`src/rtl/product_bcd_converter_if.sv`:
```
// Request/result bundle for product_bcd_converter: the requester drives start and
// product_in, the converter returns busy, the done pulse and the packed BCD result.
interface product_bcd_converter_if #(
  parameter int WIDTH  = 16,
  parameter int DIGITS = 5
);
  logic                  start;
  logic [WIDTH-1:0]      product_in;
  logic                  busy;
  logic                  done;
  logic [4*DIGITS-1:0]   bcd_out;
  logic                  sign;

  modport master (
    output start, product_in,
    input  busy, done, bcd_out, sign
  );

  modport slave (
    input  start, product_in,
    output busy, done, bcd_out, sign
  );
endinterface

```
`src/rtl/product_bcd_converter.sv`:
```
// Sequential binary-to-BCD converter (double dabble, one bit per clock) for a product value.
// Define PRODUCT_SIGNED_EN to treat product_in as two's complement and report its sign.
module product_bcd_converter #(
  parameter int WIDTH  = 16,
  // DIGITS must cover the largest magnitude: 10**DIGITS > 2**WIDTH - 1.
  parameter int DIGITS = 5
) (
  input  logic                          clk,
  input  logic                          reset_n,
  product_bcd_converter_if.slave        bus
);

  localparam int CNT_W = $clog2(WIDTH + 1);
  localparam int BCD_W = 4 * DIGITS;

  typedef enum logic [1:0] {
    IDLE,
    SHIFT,
    FINISH
  } state_t;

  state_t              state;
  state_t              state_next;

  logic [WIDTH-1:0]    shift_q;
  logic [BCD_W-1:0]    acc_q;
  logic [CNT_W-1:0]    count_q;
  logic                captured_sign_q;

  logic                busy_q;
  logic                done_q;
  logic [BCD_W-1:0]    bcd_q;
  logic                sign_q;

  logic [WIDTH-1:0]    capture_mag;
  logic                capture_sign;
  logic [BCD_W-1:0]    acc_adj;
  logic                last_shift;

  // Magnitude and sign presented to the shift register on the accepted start edge.
`ifdef PRODUCT_SIGNED_EN
  logic capture_neg;

  assign capture_neg  = bus.product_in[WIDTH-1];
  // Negating 0x8000 wraps back to 0x8000, which read unsigned is exactly 32768.
  assign capture_mag  = capture_neg ? ({WIDTH{1'b0}} - bus.product_in) : bus.product_in;
  assign capture_sign = capture_neg & (|bus.product_in);
`else
  assign capture_mag  = bus.product_in;
  assign capture_sign = 1'b0;
`endif

  assign last_shift = (count_q == CNT_W'(WIDTH - 1));

  // State register.
  always_ff @(posedge clk or negedge reset_n) begin
    if (!reset_n) begin
      state <= IDLE;
    end else begin
      // NOTE: registers take non-blocking assignments so every flop samples pre-edge values.
      state <= state_next;
    end
  end

  // Next-state logic.
  always_comb begin
    // NOTE: default first, so no path through the case leaves state_next unassigned (no latch).
    state_next = state;
    case (state)
      IDLE:    if (bus.start) state_next = SHIFT;
      SHIFT:   if (last_shift) state_next = FINISH;
      FINISH:  state_next = IDLE;
      default: state_next = IDLE;
    endcase
  end

  // Add-3 correction on every BCD digit that will overflow past 9 when doubled.
  always_comb begin
    acc_adj = acc_q;
    for (int d = 0; d < DIGITS; d++) begin
      if (acc_q[4*d +: 4] >= 4'd5) begin
        acc_adj[4*d +: 4] = acc_q[4*d +: 4] + 4'd3;
      end
    end
  end

  // Datapath and result registers.
  always_ff @(posedge clk or negedge reset_n) begin
    if (!reset_n) begin
      // NOTE: every flop here is reset, including the working registers, so an abort leaves no residue.
      shift_q         <= '0;
      acc_q           <= '0;
      count_q         <= '0;
      captured_sign_q <= 1'b0;
      busy_q          <= 1'b0;
      done_q          <= 1'b0;
      bcd_q           <= '0;
      sign_q          <= 1'b0;
    end else begin
      done_q <= 1'b0;
      case (state)
        IDLE: begin
          if (bus.start) begin
            shift_q         <= capture_mag;
            acc_q           <= '0;
            count_q         <= '0;
            captured_sign_q <= capture_sign;
            busy_q          <= 1'b1;
          end
        end
        SHIFT: begin
          acc_q   <= {acc_adj[BCD_W-2:0], shift_q[WIDTH-1]};
          shift_q <= {shift_q[WIDTH-2:0], 1'b0};
          count_q <= count_q + 1'b1;
        end
        FINISH: begin
          // Only the finished accumulator ever reaches bcd_out.
          bcd_q  <= acc_q;
          sign_q <= captured_sign_q;
          done_q <= 1'b1;
          busy_q <= 1'b0;
        end
        default: begin
          busy_q <= 1'b0;
        end
      endcase
    end
  end

  assign bus.busy    = busy_q;
  assign bus.done    = done_q;
  assign bus.bcd_out = bcd_q;
  assign bus.sign    = sign_q;

endmodule

```
`src/flat_wrapper.sv`:
```
// flat-port wrapper written by rule: the top's interface ports become plain ports
module product_bcd_converter_flat 
#(
  parameter int WIDTH  = 16,
                                                                        
  parameter int DIGITS = 5
)
  (clk, reset_n, bus_start, bus_product_in, bus_busy, bus_done, bus_bcd_out, bus_sign);
  product_bcd_converter_if #(.WIDTH(WIDTH), .DIGITS(DIGITS)) bus_i ();
  input  logic clk;
  input  logic reset_n;
  input wire logic [$bits(bus_i.start)-1:0] bus_start;
  input wire logic [$bits(bus_i.product_in)-1:0] bus_product_in;
  output wire logic [$bits(bus_i.busy)-1:0] bus_busy;
  output wire logic [$bits(bus_i.done)-1:0] bus_done;
  output wire logic [$bits(bus_i.bcd_out)-1:0] bus_bcd_out;
  output wire logic [$bits(bus_i.sign)-1:0] bus_sign;
  assign bus_i.start = bus_start;
  assign bus_i.product_in = bus_product_in;
  assign bus_busy = bus_i.busy;
  assign bus_done = bus_i.done;
  assign bus_bcd_out = bus_i.bcd_out;
  assign bus_sign = bus_i.sign;
  product_bcd_converter #(.WIDTH(WIDTH), .DIGITS(DIGITS)) u_core (.clk(clk), .reset_n(reset_n), .bus(bus_i));
endmodule
```
`config.mk`:
```
export PLATFORM = sky130hd
export DESIGN_NAME = product_bcd_converter_flat
export DESIGN_NICKNAME = d
export VERILOG_FILES = /design/src/rtl/product_bcd_converter_if.sv /design/src/rtl/product_bcd_converter.sv /design/src/flat_wrapper.sv
export SDC_FILE = /design/constraint.sdc
export NUM_CORES = 1
export LEC_CHECK = 0
export ABC_AREA = 1
export ABC_CLOCK_PERIOD_IN_PS = 1600
export CAP_MARGIN = 20
export CELL_PAD_IN_SITES_DETAIL_PLACEMENT = 0
export CELL_PAD_IN_SITES_GLOBAL_PLACEMENT = 1
export CORE_ASPECT_RATIO = 1.5
export CORE_MARGIN = 10
export CORE_UTILIZATION = 41
export DETAILED_ROUTE_END_ITERATION = 6
export HOLD_SLACK_MARGIN = 0.06
export PLACE_DENSITY = 0.85
export SLEW_MARGIN = 40
export SYNTH_ARGS = -nofsm -noshare
export SYNTH_HDL_FRONTEND = slang
export SYNTH_SLANG_ARGS = --single-unit
```
`constraint.sdc`:
```
create_clock -name clk -period 1.6 [get_ports clk]
set_clock_uncertainty 0.15 [all_clocks]
set_input_delay 0.32 -clock clk [delete_from_list [all_inputs] [get_ports clk]]
set_output_delay 0.32 -clock clk [all_outputs]
set_load 0.05 [all_outputs]
```
Word level (Yosys, flattened, before mapping). Index checks and enable logic that the tools add are counted.

Bits in registers: 65. Input bits: 19. Output and inout port bits: 23.

$add $sub $neg: 6. Order comparisons: 5. Equality and inequality tests: 5. Muxes and demuxes: 17. Bitwise gates (word level): 1. Reduce and logical (&&, ||, !) cells: 5.

Operators with widths (number): case mux 20 bit (2 select lines) (1); case mux 16 bit (2 select lines) (1); >= comparator 4 x 3 -> 1 bit (second input constant) (5); 2-to-1 mux 20 bit (1); adder 4 x 2 -> 4 bit (second input constant) (4); 2-to-1 mux 16 bit (1); 2-to-1 mux 4 bit (4); case mux 5 bit (2 select lines) (1); AND reduction 2 bit (3); adder 5 x 1 -> 5 bit (second input constant) (1); equality test 5 x 4 -> 1 bit (second input constant) (1); 2-to-1 mux 5 bit (1); 2-to-1 mux 2 bit (2); case mux 2 bit (2 select lines) (1); adder 3 x 2 -> 3 bit (second input constant) (1); 2-to-1 mux 3 bit (1); equality test 2 x 1 -> 1 bit (second input constant) (1); equality test 2 bit (second input constant) (1); logical NOT 2 bit (1); 2-to-1 mux 1 bit (2); inequality test 2 x 1 -> 1 bit (second input constant) (1); inequality test 2 bit (second input constant) (1); case mux 1 bit (2 select lines) (1); nonzero test 2 bit (1); NOT 1 bit (1).

Logic depth before layout (Yosys ltp). Gate-level depths: netlist of the first run.

Depth after elaboration: 3. Mapped depth: 8.

Worst setup path before layout of the first run. No wires, ideal clock.

Path kind: register -> register. From: register u_core.count_q[0]. To: register u_core.count_q[4]. Arrival: 1116 ps. Required time: 1368 ps. Setup slack: 252 ps. Cell stages (with the launch flop): 6. Buffers on the path: 0. Cells stage by stage: dfrtp_1 ha_1 nand2_1 nor2_1 ha_1 o22ai_1.

Word-level cells in the longest chain between the ends: 2.

RTL lines: start, declared (line product_bcd_converter.sv:27) `logic [CNT_W-1:0] count_q;`; start signal, assigned (line product_bcd_converter.sv:114) `count_q <= count_q + 1'b1;`; adder 5 x 1 -> 5 bit (line product_bcd_converter.sv:114); case mux 5 bit (2 select lines) (line product_bcd_converter.sv:101) `case (state)`.

Every way passes these cells. A chain may end at the register's enable or synchronous reset.

Worst setup path after layout of the first run.
From: register u_core.acc_q[8]. To: register u_core.acc_q[9].

Word-level cells in the longest chain between the ends: 3. Elaborated cells between the ends (all ways): 4. Those cells by class: add/sub: 1; order compare: 1; mux: 2.

RTL lines: start, declared (line product_bcd_converter.sv:26) `logic [BCD_W-1:0] acc_q;`; start signal, assigned (line product_bcd_converter.sv:112) `acc_q <= {acc_adj[BCD_W-2:0], shift_q[WIDTH-1]};`; adder 4 x 2 -> 4 bit / >= comparator 4 x 3 -> 1 bit (equally long branches) (line product_bcd_converter.sv:82, product_bcd_converter.sv:81); 2-to-1 mux 4 bit (*) (line product_bcd_converter.sv:81) `if (acc_q[4*d +: 4] >= 4'd5) begin`; case mux 20 bit (2 select lines) (*) (line product_bcd_converter.sv:101).

Every way passes the cells marked *; elsewhere a longest branch is shown, timed or not.

==> flow_metrics.tcl, run 1 <==
set metrics [dict create \
    status "finished, final reports clean" \
    vias 2541 \
    cts_max_level 3 \
    finalSetupViolCount 0 \
    insertedDiodeCount 0 \
    cp.required_ns 1.73 \
    cts_tree "yes" \
    clock.fmax_mhz 685 \
    ys_ff_latch 65 \
    drc 0 \
    internal_power_mw 4.61 \
    cts_root_buffer "clkbuf_8" \
    p_per_area_nw_per_um2 1930 \
    post-synth-top-area-cell "dfrtp_1" \
    initial_utilization_pct 42.2 \
    finalHoldViolCount 0 \
    post_cts_buffers 0 \
    synthToLayoutAreaGrowth_pct 32.8 \
    numCtsBuffers 9 \
    cts_buffer_depth 2 \
    max_cap_violations 0 \
    synthCells 366 \
    yosysMostFrequentCell "nand2_1" \
    grt_util_all_layers_pct 11.8 \
    crit_path_max_fanout 5 \
    grt_max_degree 66 \
    grt_pass1_vias 2497 \
    syn_area_per_cell_um2 8.40 \
    viasPerCell 4.86 \
    dp_hpwl_mm 4.61 \
    synth_warnings 0 \
    grt_overflow 0 \
    portBuffers 40 \
    cp.arrival_ns 1.59 \
    fp.dieArea_um2 11400 \
    drt-wirelength-per-cell_um 12.6 \
    drt_iter0_markers 142 \
    ys.flop_type "dfrtp_1" \
    rsz0062_at_grt "no" \
    synth_area_leaders "dfrtp_1, nand2_1, nand3_1" \
    fin_crit_sh_pct 91.2 \
    core_um2 7270 \
    criticalPathCategory "flip-flop to flip-flop" \
    cts.sinks 65 \
    holdCritPathClass "flip-flop to flip-flop" \
    power.switching_mw 3.25 \
    synth_cell_type_count 20 \
    synth_common_cells "nand2_1, dfrtp_1, nand3_1" \
    leakage_nw 2.01 \
    synth_top_area_share_pct 52.9 \
    pwr-share-comb_pct 46.8 \
    gp_congestion 0.861 \
    synth_seq_area_share_pct 52.9 \
    clkTransAtPathRegs_ns 0.07 \
    clock_power_share_pct 17.7 \
    peakVddDrop_v 0.000871 \
    p_sw_share_pct 41.4 \
    fp.dieH_um 126 \
    async_flop_share_pct 100 \
    fin_nets 450 \
    dr.pass1.iters 4 \
    chipWidth_um 90.7 \
    routed_wirelength_mm 6.61 \
    start_kind "flip-flop" \
    drive_above_1_share_pct 13.9 \
    grt_pass1_wl_mm 11.1 \
    ios 42 \
    clk_latency_ns 0.34 \
    antenna_found_initial 0 \
    power_mw 7.87 \
    pwr-share-seq_pct 35.5 \
    antenna_left 0 \
    end_kind "flip-flop" \
    final_max_slew_viol_count 0 \
    synth.net_count 397 \
    synth_edf_count 0 \
    finalCriticalPeriod_ns 1.46 \
    fin_util_pct 56.1 \
    placementRows 38 \
    synth.cell_area_um2 3070 \
]
power groups by stage:
| stage | combinational, mW | sequential (mW) | clock [mW] |
|---|---|---|---|
| 3_5_place_dp | 3.70 | 2.82 | 0 |
| 6_report | 3.68 | 2.80 | 1.39 |
| 2_1_floorplan | 1.98 | 3.12 | 0 |
| 4_1_cts | 3.72 | 2.79 | 1.43 |
| 5_1_grt | 4.14 | 2.89 | 1.51 |
| 3_3_place_gp | 3.59 | 2.80 | 0 |
per-layer routing:
layer  global-route usage (%)  share of wire, %  up-vias
li1                         -                 -     1283
met1                     12.8                43     1200
met2                     19.9                51       48
met3                     4.10               4.7       10
met4                     6.02               1.6        0
met5                        0                 0        -
path summary, 6_finish.rpt:
| kind | cells after the start | slack (ns) | endpoint | start |
|---|---|---|---|---|
| min reg2reg | 2 | 0.32 | u_core.shift_q[0]$_DFFE_PN0P_ | u_core.shift_q[0]$_DFFE_PN0P_ |
| max in group asynchronous | 3 | 0.65 | u_core.bus.bcd_out[11]$_DFFE_PN0P_ | reset_n |
| min in group asynchronous | 3 | 0.38 | u_core.shift_q[11]$_DFFE_PN0P_ | reset_n |
| max | 8 | 0.14 | u_core.acc_q[9]$_DFFE_PN0P_ | u_core.acc_q[8]$_DFFE_PN0P_ |
| max reg2reg | 8 | 0.14 | u_core.acc_q[9]$_DFFE_PN0P_ | u_core.acc_q[8]$_DFFE_PN0P_ |
| min | 2 | 0.32 | u_core.shift_q[0]$_DFFE_PN0P_ | u_core.shift_q[0]$_DFFE_PN0P_ |
critical path: stages, from the launching register on:
cell and delay, ns:
dfrtp_1 0.42, inv_1 0.16, ha_1 0.18, inv_1 0.04, nand2_1 0.10, nand3_1 0.14, nand2_1 0.09, nand3_1 0.06
nand2_1 0.06
repair_timing:
| item | 4_1_cts | 5_1_grt |
|---|---|---|
| hold endpoints to repair | 65 | 0 |
| gates resized for setup | 0 | 2 |
| setup endpoints to repair | 0 | 2 |
| hold buffers | 1 | 0 |
metrics by stage:
stage          hold slack, ns  cells  setup TNS [ns]  worst slack [ns]  cell area (µm²)
2_1_floorplan          -0.126    366               0             0.252             3070
3_3_place_gp            0.211    507               0           0.00603             3870
3_5_place_dp            0.214    507        -0.00265          -0.00265             3870
4_1_cts                 0.330    523               0             0.115             4080
5_1_grt                 0.355    523               0            0.0188             4080
6_report                0.324    523               0             0.140             4080
placed cells by master, fill, tap and decap left out, types with 4 or more instances in the layout:
| cell | Yosys | layout |
|---|---|---|
| nand2_1 | 133 | 133 |
| dfrtp_1 | 65 | 65 |
| nand3_1 | 40 | 39 |
| o21ai_0 | 37 | 37 |
| inv_1 | 31 | 30 |
| buf_12 | 0 | 26 |
| clkdlybuf4s50_1 | 0 | 17 |
| ha_1 | 12 | 12 |
| nand4_1 | 11 | 11 |
| clkbuf_8 | 0 | 11 |
| buf_4 | 2 | 10 |
| nor2_1 | 9 | 9 |
| inv_2 | 3 | 4 |
| o21bai_1 | 4 | 4 |
cells by family (layout without fill, tap and decap cells):
group	Yosys count	after routing	synth area share (%)
compound gates	45	45	7.82
other cells	1	1	0.122
simple gates	196	196	26.9
buf+inv	47	104	7.37
fa+ha+maj	12	12	4.89
flops	65	65	52.9
sequential cells by signal, indices dropped and copies added, names as in the netlist:
name,cells
u_core.state,2
u_core.bus.bcd_out,20
u_core.acc_q,20
u_core.shift_q,16
u_core.count_q,5
u_core.bus.busy,1
u_core.bus.done,1
area by class of cell:
cell class / count / area [µm²]
Timing Repair Buffer: 55 / 781
Clock inverter: 3 / 40.0
Sequential cell: 65 / 1630
Multi-Input combinational cell: 254 / 1220
Clock buffer: 12 / 155
Tap cell: 100 / 125
Inverter: 34 / 128
Fill cell: 675 / 3190
Note: power is estimated with default switching activity, not from simulation.
==> run 2, diff against run 1 <==
--- a/config.mk
+++ b/config.mk
@@ -6,7 +6,7 @@
 export NUM_CORES = 1
 export LEC_CHECK = 0
 export ABC_AREA = 1
-export ABC_CLOCK_PERIOD_IN_PS = 1600
+export ABC_CLOCK_PERIOD_IN_PS = 1540
 export CAP_MARGIN = 20
 export CELL_PAD_IN_SITES_DETAIL_PLACEMENT = 0
 export CELL_PAD_IN_SITES_GLOBAL_PLACEMENT = 1
==> constraint.sdc (replaced) <==
create_clock -name clk -period 1.54 [get_ports clk]
set_clock_uncertainty 0.15 [all_clocks]
set_input_delay 0.308 -clock clk [delete_from_list [all_inputs] [get_ports clk]]
set_output_delay 0.308 -clock clk [all_outputs]
set_load 0.05 [all_outputs]
==> run 2 against run 1 <==
Final area grew 0.71%; critical path type unchanged; largest cell class unchanged; critical endpoint is now u_core.count_q[4]$_DFFE_PN0P_; sequential share of layout area shrank 0.28 points; critical path depth shrank 3; via count grew 0.59%.
==> flow_metrics.tcl, run 2 (synthesis results as in run 1) <==
set metrics [dict create \
    status "finished, final reports clean" \
    holdCritPathClass "primary input to async pin" \
    grt_overflow 0 \
    regToRegSetupSlack_ns 0.12 \
    fin_util_pct 56.5 \
    grt_max_degree 66 \
    dr.pass1.iters 4 \
    reg2reg_from "u_core.count_q[0]$_DFFE_PN0P_" \
    num-fill-cells 661 \
    slowest_stage "dfrtp_1" \
    drt-wirelength-per-cell_um 12.3 \
    power_mw 8.08 \
    initial_utilization_pct 42.2 \
    grt_pass1_wl_mm 11.5 \
    fin_crit_sh_pct 92.0 \
    antenna_left 0 \
    startpoint "u_core.count_q[0]$_DFFE_PN0P_" \
    fin_area_um2 4110 \
    cp.required_ns 1.66 \
    clock.fmax_mhz 705 \
    mostFrequentLayoutCells "nand2_1, dfrtp_1, nand3_1" \
    cp.arrival_ns 1.53 \
    peakVddDrop_v 0.000906 \
    seq_area_um2 1630 \
    fp.dieArea_um2 11400 \
    finalCriticalPeriod_ns 1.42 \
    leakage_nw 2.03 \
    drt_iter0_markers 104 \
    synthToLayoutAreaGrowth_pct 33.7 \
    clk_latency_ns 0.35 \
    grt_util_all_layers_pct 12.1 \
    cts.sinks 65 \
    portBuffers 40 \
    finalHoldViolCount 0 \
    antenna_found_initial 0 \
    start_kind "flip-flop" \
    drc 0 \
    vias 2556 \
    worstPathCellList "ha_2 -> nand2_1 -> nor2_1 -> ha_1 -> o22ai_1" \
    reg2reg_to "u_core.count_q[4]$_DFFE_PN0P_" \
    max_cap_violations 0 \
    p_per_area_nw_per_um2 1970 \
    r2r_cells 5 \
    numCtsBuffers 9 \
    gp_congestion 0.860 \
    placementRows 38 \
    drive_above_1_share_pct 15.9 \
    core_um2 7270 \
    chipWidth_um 90.7 \
    cts_root_buffer "clkbuf_8" \
    fp.dieH_um 126 \
    cpPeakStageDelay_ns 0.42 \
    cts_tree "yes" \
    rsz0062_at_grt "no" \
    insertedDiodeCount 0 \
    routed_wirelength_mm 6.51 \
    cts_max_level 3 \
    end_kind "flip-flop" \
    finalSetupViolCount 0 \
    dp_hpwl_mm 4.64 \
    crit_path_max_fanout 4 \
    crit_end "u_core.count_q[4]$_DFFE_PN0P_" \
    final_max_slew_viol_count 0 \
    multiInputGateArea_um2 1230 \
    grt_pass1_vias 2590 \
    clkTransAtPathRegs_ns 0.07 \
    ios 42 \
    cts_buffer_depth 2 \
    criticalPathCategory "flip-flop to flip-flop" \
    placed_cell_area_um2 3900 \
    layout_commonest_cell "nand2_1" \
    fin_nets 454 \
    viasPerCell 4.84 \
]
## run 2: cell types whose count changed in the layout (fill, tap and decap cells not counted)
cell	change
buf_4	+3
clkinv_2	+1
nand3_1	-1
inv_1	-3
buf_12	+1
inv_2	+3
ha_2	+1
ha_1	-1
bufinv_16	-1
clkbuf_1	+1
nand3_2	+1
## run 2: worst min path at each step
| stage | cells past startpoint | end |
|---|---|---|
| 2_1_floorplan | 0 | u_core.acc_q[0]$_DFFE_PN0P_ |
| 3_3_place_gp | 2 | u_core.shift_q[11]$_DFFE_PN0P_ |
| 3_5_place_dp | 2 | u_core.shift_q[10]$_DFFE_PN0P_ |
| 4_1_cts | 2 | u_core.shift_q[0]$_DFFE_PN0P_ |
| 5_1_grt | 2 | u_core.shift_q[0]$_DFFE_PN0P_ |
| 6_report | 3 | u_core.shift_q[10]$_DFFE_PN0P_ |
## run 2: cell type report
cell class / instances / area share [%]
Inverter: 34 / 3.11
Clock inverter: 3 / 0.365
Clock buffer: 13 / 3.87
Sequential cell: 65 / 39.6
Tap cell: 100 / 3.05
Multi-Input combinational cell: 254 / 30.0
Timing Repair Buffer: 59 / 20.0
## run 2: metal layers
layer	wire length (µm)	vias to the layer above	GRT usage, %
met3	304	13	3.92
met5	0	-	0
met2	3340	44	21.0
li1	-	1295	-
met1	2710	1204	12.5
met4	157	0	7.05
## run 2: report_power, final
part,internal (mW),switching [mW]
logic,1.67,2.21
registers,2.37,0.534
clock network,0.665,0.629
total,4.70,3.38
## run 2: through the flow
stage | setup WS [ns] | TNS (ns) | instances | hold slack [ns]
floorplan | 0.192 | 0 | 366 | -0.138
global placement | -0.0414 | -0.539 | 509 | 0.200
detailed placement | -0.0443 | -0.681 | 509 | 0.199
CTS | 0.0741 | 0 | 526 | 0.329
global route | 0.0186 | 0 | 528 | 0.354
finish | 0.123 | 0 | 528 | 0.321
## run 2: repair_timing
item                                    in CTS  in global routing
endpoints found under the setup margin       0                 10
setup buffers                                0                  2
resized for setup                            0                  7
hold buffers                                 1                  0
hold endpoints to repair                    65                  0
## run 2: critical path: cells and delay by family, from the launching register on
| family | cells | cell delay (ns) |
|---|---|---|
| flops | 1 | 0.42 |
| fa+ha+maj | 2 | 0.47 |
| compound gates | 1 | 0.17 |
| simple gates | 2 | 0.13 |
